===== config.mk =====
export PLATFORM = sky130hd
export DESIGN_NAME = trig_pattern_gen
export DESIGN_NICKNAME = d
export VERILOG_FILES = /design/src/rtl/trig_pattern_gen.sv
export SDC_FILE = /design/constraint.sdc
export NUM_CORES = 1
export LEC_CHECK = 0
export BUFFER_PORTS_ARGS = -buffer_cell sky130_fd_sc_hd__buf_4
export CAP_MARGIN = 20
export CORE_AREA = 8 8 93 70
export DETAILED_ROUTE_END_ITERATION = 10
export DIE_AREA = 0 0 101 78
export PLACE_DENSITY = 0.82
export SYNTH_ARGS = -nofsm -noshare
export SYNTH_HDL_FRONTEND = slang
export SYNTH_SLANG_ARGS = --single-unit
export TNS_END_PERCENT = 100

===== constraint.sdc =====
create_clock -name CLK -period 5.73 [get_ports CLK]
set_input_delay 0.573 -clock CLK [delete_from_list [all_inputs] [get_ports CLK]]
set_output_delay 0.573 -clock CLK [all_outputs]
set_load 0.01 [all_outputs]

===== src/rtl/trig_pattern_gen.sv =====
// trig_pattern_gen: mask/value/edge pattern matcher over synchronized channel
// inputs. Counts qualifying matches while armed and emits a single-cycle
// trigger pulse on the Nth match. Configured through a byte-wide write port
// that is only honoured while the block is idle.
module trig_pattern_gen #(
    parameter int unsigned CH   = 8,
    parameter int unsigned CNTW = 8
) (
    input  logic                                CLK,
    input  logic                                nRST,
    input  logic                                ENTrig,
    input  logic [CH-1:0]                       din,
    input  logic [1:0]                          cfg_sel,
    input  logic [((CH > CNTW) ? CH : CNTW)-1:0] cfg_data,
    input  logic                                cfg_we,
    output logic                                trig,
    output logic                                armed,
    output logic [CNTW-1:0]                     hits
);

    localparam int unsigned DW = (CH > CNTW) ? CH : CNTW;

    localparam logic [1:0] SEL_MASK  = 2'd0;
    localparam logic [1:0] SEL_VALUE = 2'd1;
    localparam logic [1:0] SEL_EDGE  = 2'd2;
    localparam logic [1:0] SEL_OCC   = 2'd3;

    typedef enum logic [2:0] {
        S_IDLE  = 3'd0,
        S_ARM   = 3'd1,
        S_WAIT  = 3'd2,
        S_FIRED = 3'd3,
        S_DONE  = 3'd4
    } state_t;

    // Input synchronizer, previous-sample and registered match
    logic [CH-1:0]   r_sync1;
    logic [CH-1:0]   r_sync2;
    logic [CH-1:0]   r_prev;
    logic            r_match;

    // Pattern configuration
    logic [CH-1:0]   r_mask;
    logic [CH-1:0]   r_value;
    logic [CH-1:0]   r_edge;
    logic [CNTW-1:0] r_occ;

    // Control state and registered outputs
    state_t          r_state;
    logic [CNTW-1:0] r_hits;
    logic            r_trig;
    logic            r_armed;

    // Combinational helpers
    logic [CH-1:0]   w_ch_match;
    logic            w_match;
    logic [CNTW-1:0] w_occ_wr;
    logic [CNTW-1:0] w_hits_inc;
    logic            w_last_hit;
    logic            w_cfg_ok;

    // Per-channel match: masked-off channels are don't-care; edge channels
    // additionally require a transition into the programmed value.
    always_comb begin
        w_ch_match = ~r_mask
                   | (~(r_sync2 ^ r_value) & (~r_edge | (r_prev ^ r_sync2)));
        w_match    = (&w_ch_match) & (|r_mask);
    end

    // Occurrence write value (zero is promoted to one) and hit bookkeeping
    always_comb begin
        w_occ_wr   = cfg_data[CNTW-1:0];
        if (w_occ_wr == '0) begin
            w_occ_wr = CNTW'(1);
        end
        w_hits_inc = r_hits + CNTW'(1);
        w_last_hit = (w_hits_inc == r_occ);
        w_cfg_ok   = cfg_we & (r_state == S_IDLE);
    end

    // Two-flop synchronizer; prev follows s2 every cycle so that the ARM
    // cycle leaves prev equal to the current sample (no stale edge).
    always_ff @(posedge CLK or negedge nRST) begin
        if (!nRST) begin
            r_sync1 <= '0;
            r_sync2 <= '0;
            r_prev  <= '0;
            r_match <= 1'b0;
        end else begin
            r_sync1 <= din;
            r_sync2 <= r_sync1;
            r_prev  <= r_sync2;
            r_match <= w_match;
        end
    end

    // Configuration registers, writable only while idle
    always_ff @(posedge CLK or negedge nRST) begin
        if (!nRST) begin
            r_mask  <= '0;
            r_value <= '0;
            r_edge  <= '0;
            r_occ   <= CNTW'(1);
        end else if (w_cfg_ok) begin
            case (cfg_sel)
                SEL_MASK:  r_mask  <= cfg_data[CH-1:0];
                SEL_VALUE: r_value <= cfg_data[CH-1:0];
                SEL_EDGE:  r_edge  <= cfg_data[CH-1:0];
                SEL_OCC:   r_occ   <= w_occ_wr;
                default:   r_occ   <= r_occ;
            endcase
        end
    end

    // Arm/count/fire state machine; trig and armed are registered with the
    // state so they reflect the state being entered.
    always_ff @(posedge CLK or negedge nRST) begin
        if (!nRST) begin
            r_state <= S_IDLE;
            r_hits  <= '0;
            r_trig  <= 1'b0;
            r_armed <= 1'b0;
        end else if (!ENTrig) begin
            // Disarm wins from every state; hits is left for inspection
            r_state <= S_IDLE;
            r_trig  <= 1'b0;
            r_armed <= 1'b0;
        end else begin
            r_trig  <= 1'b0;
            r_armed <= 1'b0;
            case (r_state)
                S_IDLE: begin
                    r_state <= S_ARM;
                    r_hits  <= '0;
                    r_armed <= 1'b1;
                end
                S_ARM: begin
                    // Match result from before arming is discarded here
                    r_state <= S_WAIT;
                    r_armed <= 1'b1;
                end
                S_WAIT: begin
                    if (r_match && w_last_hit) begin
                        r_state <= S_FIRED;
                        r_trig  <= 1'b1;
                    end else begin
                        if (r_match) begin
                            r_hits <= w_hits_inc;
                        end
                        r_armed <= 1'b1;
                    end
                end
                S_FIRED: begin
                    r_state <= S_DONE;
                end
                S_DONE: begin
                    r_state <= S_DONE;
                end
                default: begin
                    r_state <= S_IDLE;
                end
            endcase
        end
    end

    assign trig  = r_trig;
    assign armed = r_armed;
    assign hits  = r_hits;

    // DW only sizes the write port; referenced to keep the width explicit
    logic [DW-1:0] w_cfg_data_unused;
    assign w_cfg_data_unused = cfg_data;

endmodule

==> results.py <==
metrics = {
    "status": {
        "status": "finished, final reports clean",
    },
    "placement": {
        "hpwl_mm": 4.27,
        "io_buffer_count": 31,
        "gp_congestion": 0.887,
    },
    "synth": {
        "synth_top_area_cell": "dfrtp_1",
        "yosysMostFrequentCell": "dfrtp_1",
        "synth_top_family_by_area": "simple AND/OR/NAND/NOR gates",
        "ys.flop_type": "dfrtp_1",
        "synthSimpleGateAreaFrac_pct": 15.3,
        "yosysSeqAreaShare_pct": 58.5,
        "ys_ff_latch": 70,
        "synth_warnings": 0,
        "synthCells": 247,
        "yosys-top-cells-count": "69 x dfrtp_1, 31 x mux2_2, 16 x nand2_1, 14 x nor2_1, 13 x nor3_1",
        "postSynth.asyncResetShare_pct": 100,
        "syn_nets": 270,
        "synthXorXnorAreaFrac_pct": 2.34,
        "netlist_area_um2": 2990,
        "ys_types": 46,
        "avgSynthCellArea_um2": 12.1,
        "yosysTopAreaCellShare_pct": 57.7,
        "synth_edf_count": 0,
        "synth_mux_area_share_pct": 12.0,
        "ys_top_cells_by_area": "dfrtp_1 58%, mux2_2 12%, nor3_1 2.2%",
        "synth-compound-area-share_pct": 9.78,
        "synthAdderAreaFrac_pct": 0.418,
    },
    "flow_run": {
        "maxCapViolCount": 0,
    },
    "setup_path": {
        "r2r-end": "hits[0]",
        "crit_type": "flip-flop to flip-flop",
        "arrival_ns": 2.67,
        "cp.required_ns": 5.95,
        "r2r_start": "hits[0]",
        "startpoint_type": "flip-flop",
        "worst-r2r-cell-count": 7,
        "regToRegSetupSlack_ns": 3.28,
        "cp-end-kind": "flip-flop",
        "cp_max_fo": 9,
    },
    "clock_tree": {
        "cts_tree": "built",
        "cts-root-buf": "clkbuf_8",
        "cts_hold_buf": 0,
        "h-tree-depth": 3,
        "path_clk_slew_ns": 0.08,
        "numCtsBuffers": 9,
        "cts_resized": 0,
        "clk_latency_ns": 0.34,
        "clkSinkCount": 70,
        "clockBufferDepth": 2,
        "post_cts_buffers": 0,
    },
    "route": {
        "drt-vias-per-instance": 5.83,
        "drt-pass1-iter-count": 4,
        "drc": 0,
        "wl_mm": 6.03,
        "drt_iter0_drc": 107,
        "final_antenna_net_count": 0,
        "drt-wirelength-per-cell_um": 16.8,
        "vias": 2094,
    },
    "sta": {
        "slew_violations": 0,
        "finalHoldViolCount": 0,
        "maxSlewHeadroom_pct": 43.3,
        "max_slew.worst_pin.slew_ns": 0.850,
        "fin_crit_sh_pct": 42.8,
        "fin_crit_ns": 2.45,
        "fmax_ghz": 0.408,
        "finalSetupTns_ns": 0,
        "hold_ws_ns": 0.318,
        "clock_skew_ns": 0.00809,
        "setup_viol": 0,
        "rsz0062_at_grt": "no",
    },
    "grt": {
        "antenna_found_initial": 0,
        "grt_usage_pct": 16.5,
        "first_global_vias": 2042,
        "grt-ovfl-total": 0,
        "grt_pass1_wl_mm": 10.1,
        "grt_start_max_net_pins": 71,
    },
    "power_and_ir_drop": {
        "p_switching_mw": 0.473,
        "power.density_nw_per_um2": 435,
        "sw_frac_of_total_pct": 31.3,
        "ir_drop_uv": 289,
        "finalPower_mw": 1.51,
        "power.internal_mw": 1.04,
        "combPwrFrac_pct": 23.9,
        "leakagePower_nw": 1.48,
        "seqPwrFrac_pct": 50.2,
        "power_frac_clock_pct": 25.9,
    },
    "die": {
        "die_h_um": 78,
        "ios": 32,
        "die_area_um2": 7880,
        "rows": 22,
        "initial_core_util_pct": 59.1,
        "fp.dieW_um": 101,
        "core_um2": 5060,
    },
    "worst_hold_path": {
        "hold_class": "input port to asynchronous set/reset pin",
    },
    "cells_and_area": {
        "synthToLayoutAreaGrowth_pct": 16.0,
        "antenna_cells": 0,
        "fill_cells": 407,
        "final_util_pct": 68.6,
        "drive_above_1_share_pct": 28.2,
        "nNetsFinal": 305,
    },
}
-- cell families after synthesis --
group	after synthesis
xor+xnor	8
mux	32
flops	70
fa+ha+maj	1
compound gates	40
buf+inv	9
simple gates	87
-- power groups by stage --
stage          Sequential [mW]  Combinational (mW)  Clock, mW
2_1_floorplan            0.722               0.283          0
3_3_place_gp             0.753               0.345          0
3_5_place_dp             0.764               0.362          0
4_1_cts                  0.756               0.364      0.402
5_1_grt                  0.779               0.397      0.425
6_report                 0.759               0.362      0.392
-- worst max-delay path by stage --
stage                     slack (ns)  endpoint  cells past startpoint  startpoint
after floorplan                 3.52   hits[6]                      7     hits[0]
after global placement          3.47   hits[6]                      7     hits[0]
after detailed placement        3.34   hits[2]                      7     hits[0]
after CTS                       3.33   hits[2]                      7     hits[0]
after global routing            3.11   hits[2]                      7     hits[0]
final                           3.28   hits[0]                      7     hits[0]
-- cell usage in the layout (no fill, tap or decap), types with 3 or more instances in the layout --
cell and instances:
a21oi_1 7, a31oi_1 9, buf_4 31, clkbuf_8 9, clkinvlp_4 3, dfrtp_1 69, mux2_2 31, nand2_1 16
nand2b_1 5, nand3_1 12, nand4_1 5, nor2_1 14, nor2b_1 8, nor3_1 13, nor4_1 3, o211ai_1 3
o21a_1 3, o21ai_1 3, xnor2_1 5, xor2_1 3
-- worst max-delay path: stages, from the launching register on --
cell       delay [ns]
dfrtp_1          0.49
ha_1             0.30
and3_1           0.26
and4_1           0.21
o2111ai_1        0.32
a311o_1          0.43
mux2i_1          0.25
o21ai_1          0.08
-- metal layers --
metal  wire, µm  GRT usage (%)  part of all wire (%)
met5          0              0                     0
met4         36           4.15                  0.60
met3        460           7.13                   7.6
met1       2830           22.3                    47
met2       2700           23.7                    45
-- metrics by stage --
stage                     setup WS, ns  area, µm²  std cells
after floorplan                   3.52       2990        247
after global placement            3.47       3280        343
after detailed placement          3.34       3280        343
after CTS                         3.33       3470        359
after global routing              3.11       3470        359
final                             3.28       3470        359
-- area by class of cell --
cell class	count	area, µm²	area share [%]
sequential	70	1750	50.5
multi-input combinational	168	1190	34.4
timing repair buffer	31	233	6.70
clock buffer	10	128	3.67
tap	72	90.1	2.59
clock inverter	6	70.1	2.02
inverter	2	7.51	0.216
-- registers in the layout, summed over array words and instances (netlist names) --
signal and flops:
hits 8, r_edge 8, r_mask 8, r_occ 8, r_prev 8, r_sync1 8, r_sync2 8, r_value 8
r_state 3, armed 1, r_match 1, trig 1
Note: power is estimated with default switching activity, not from simulation.
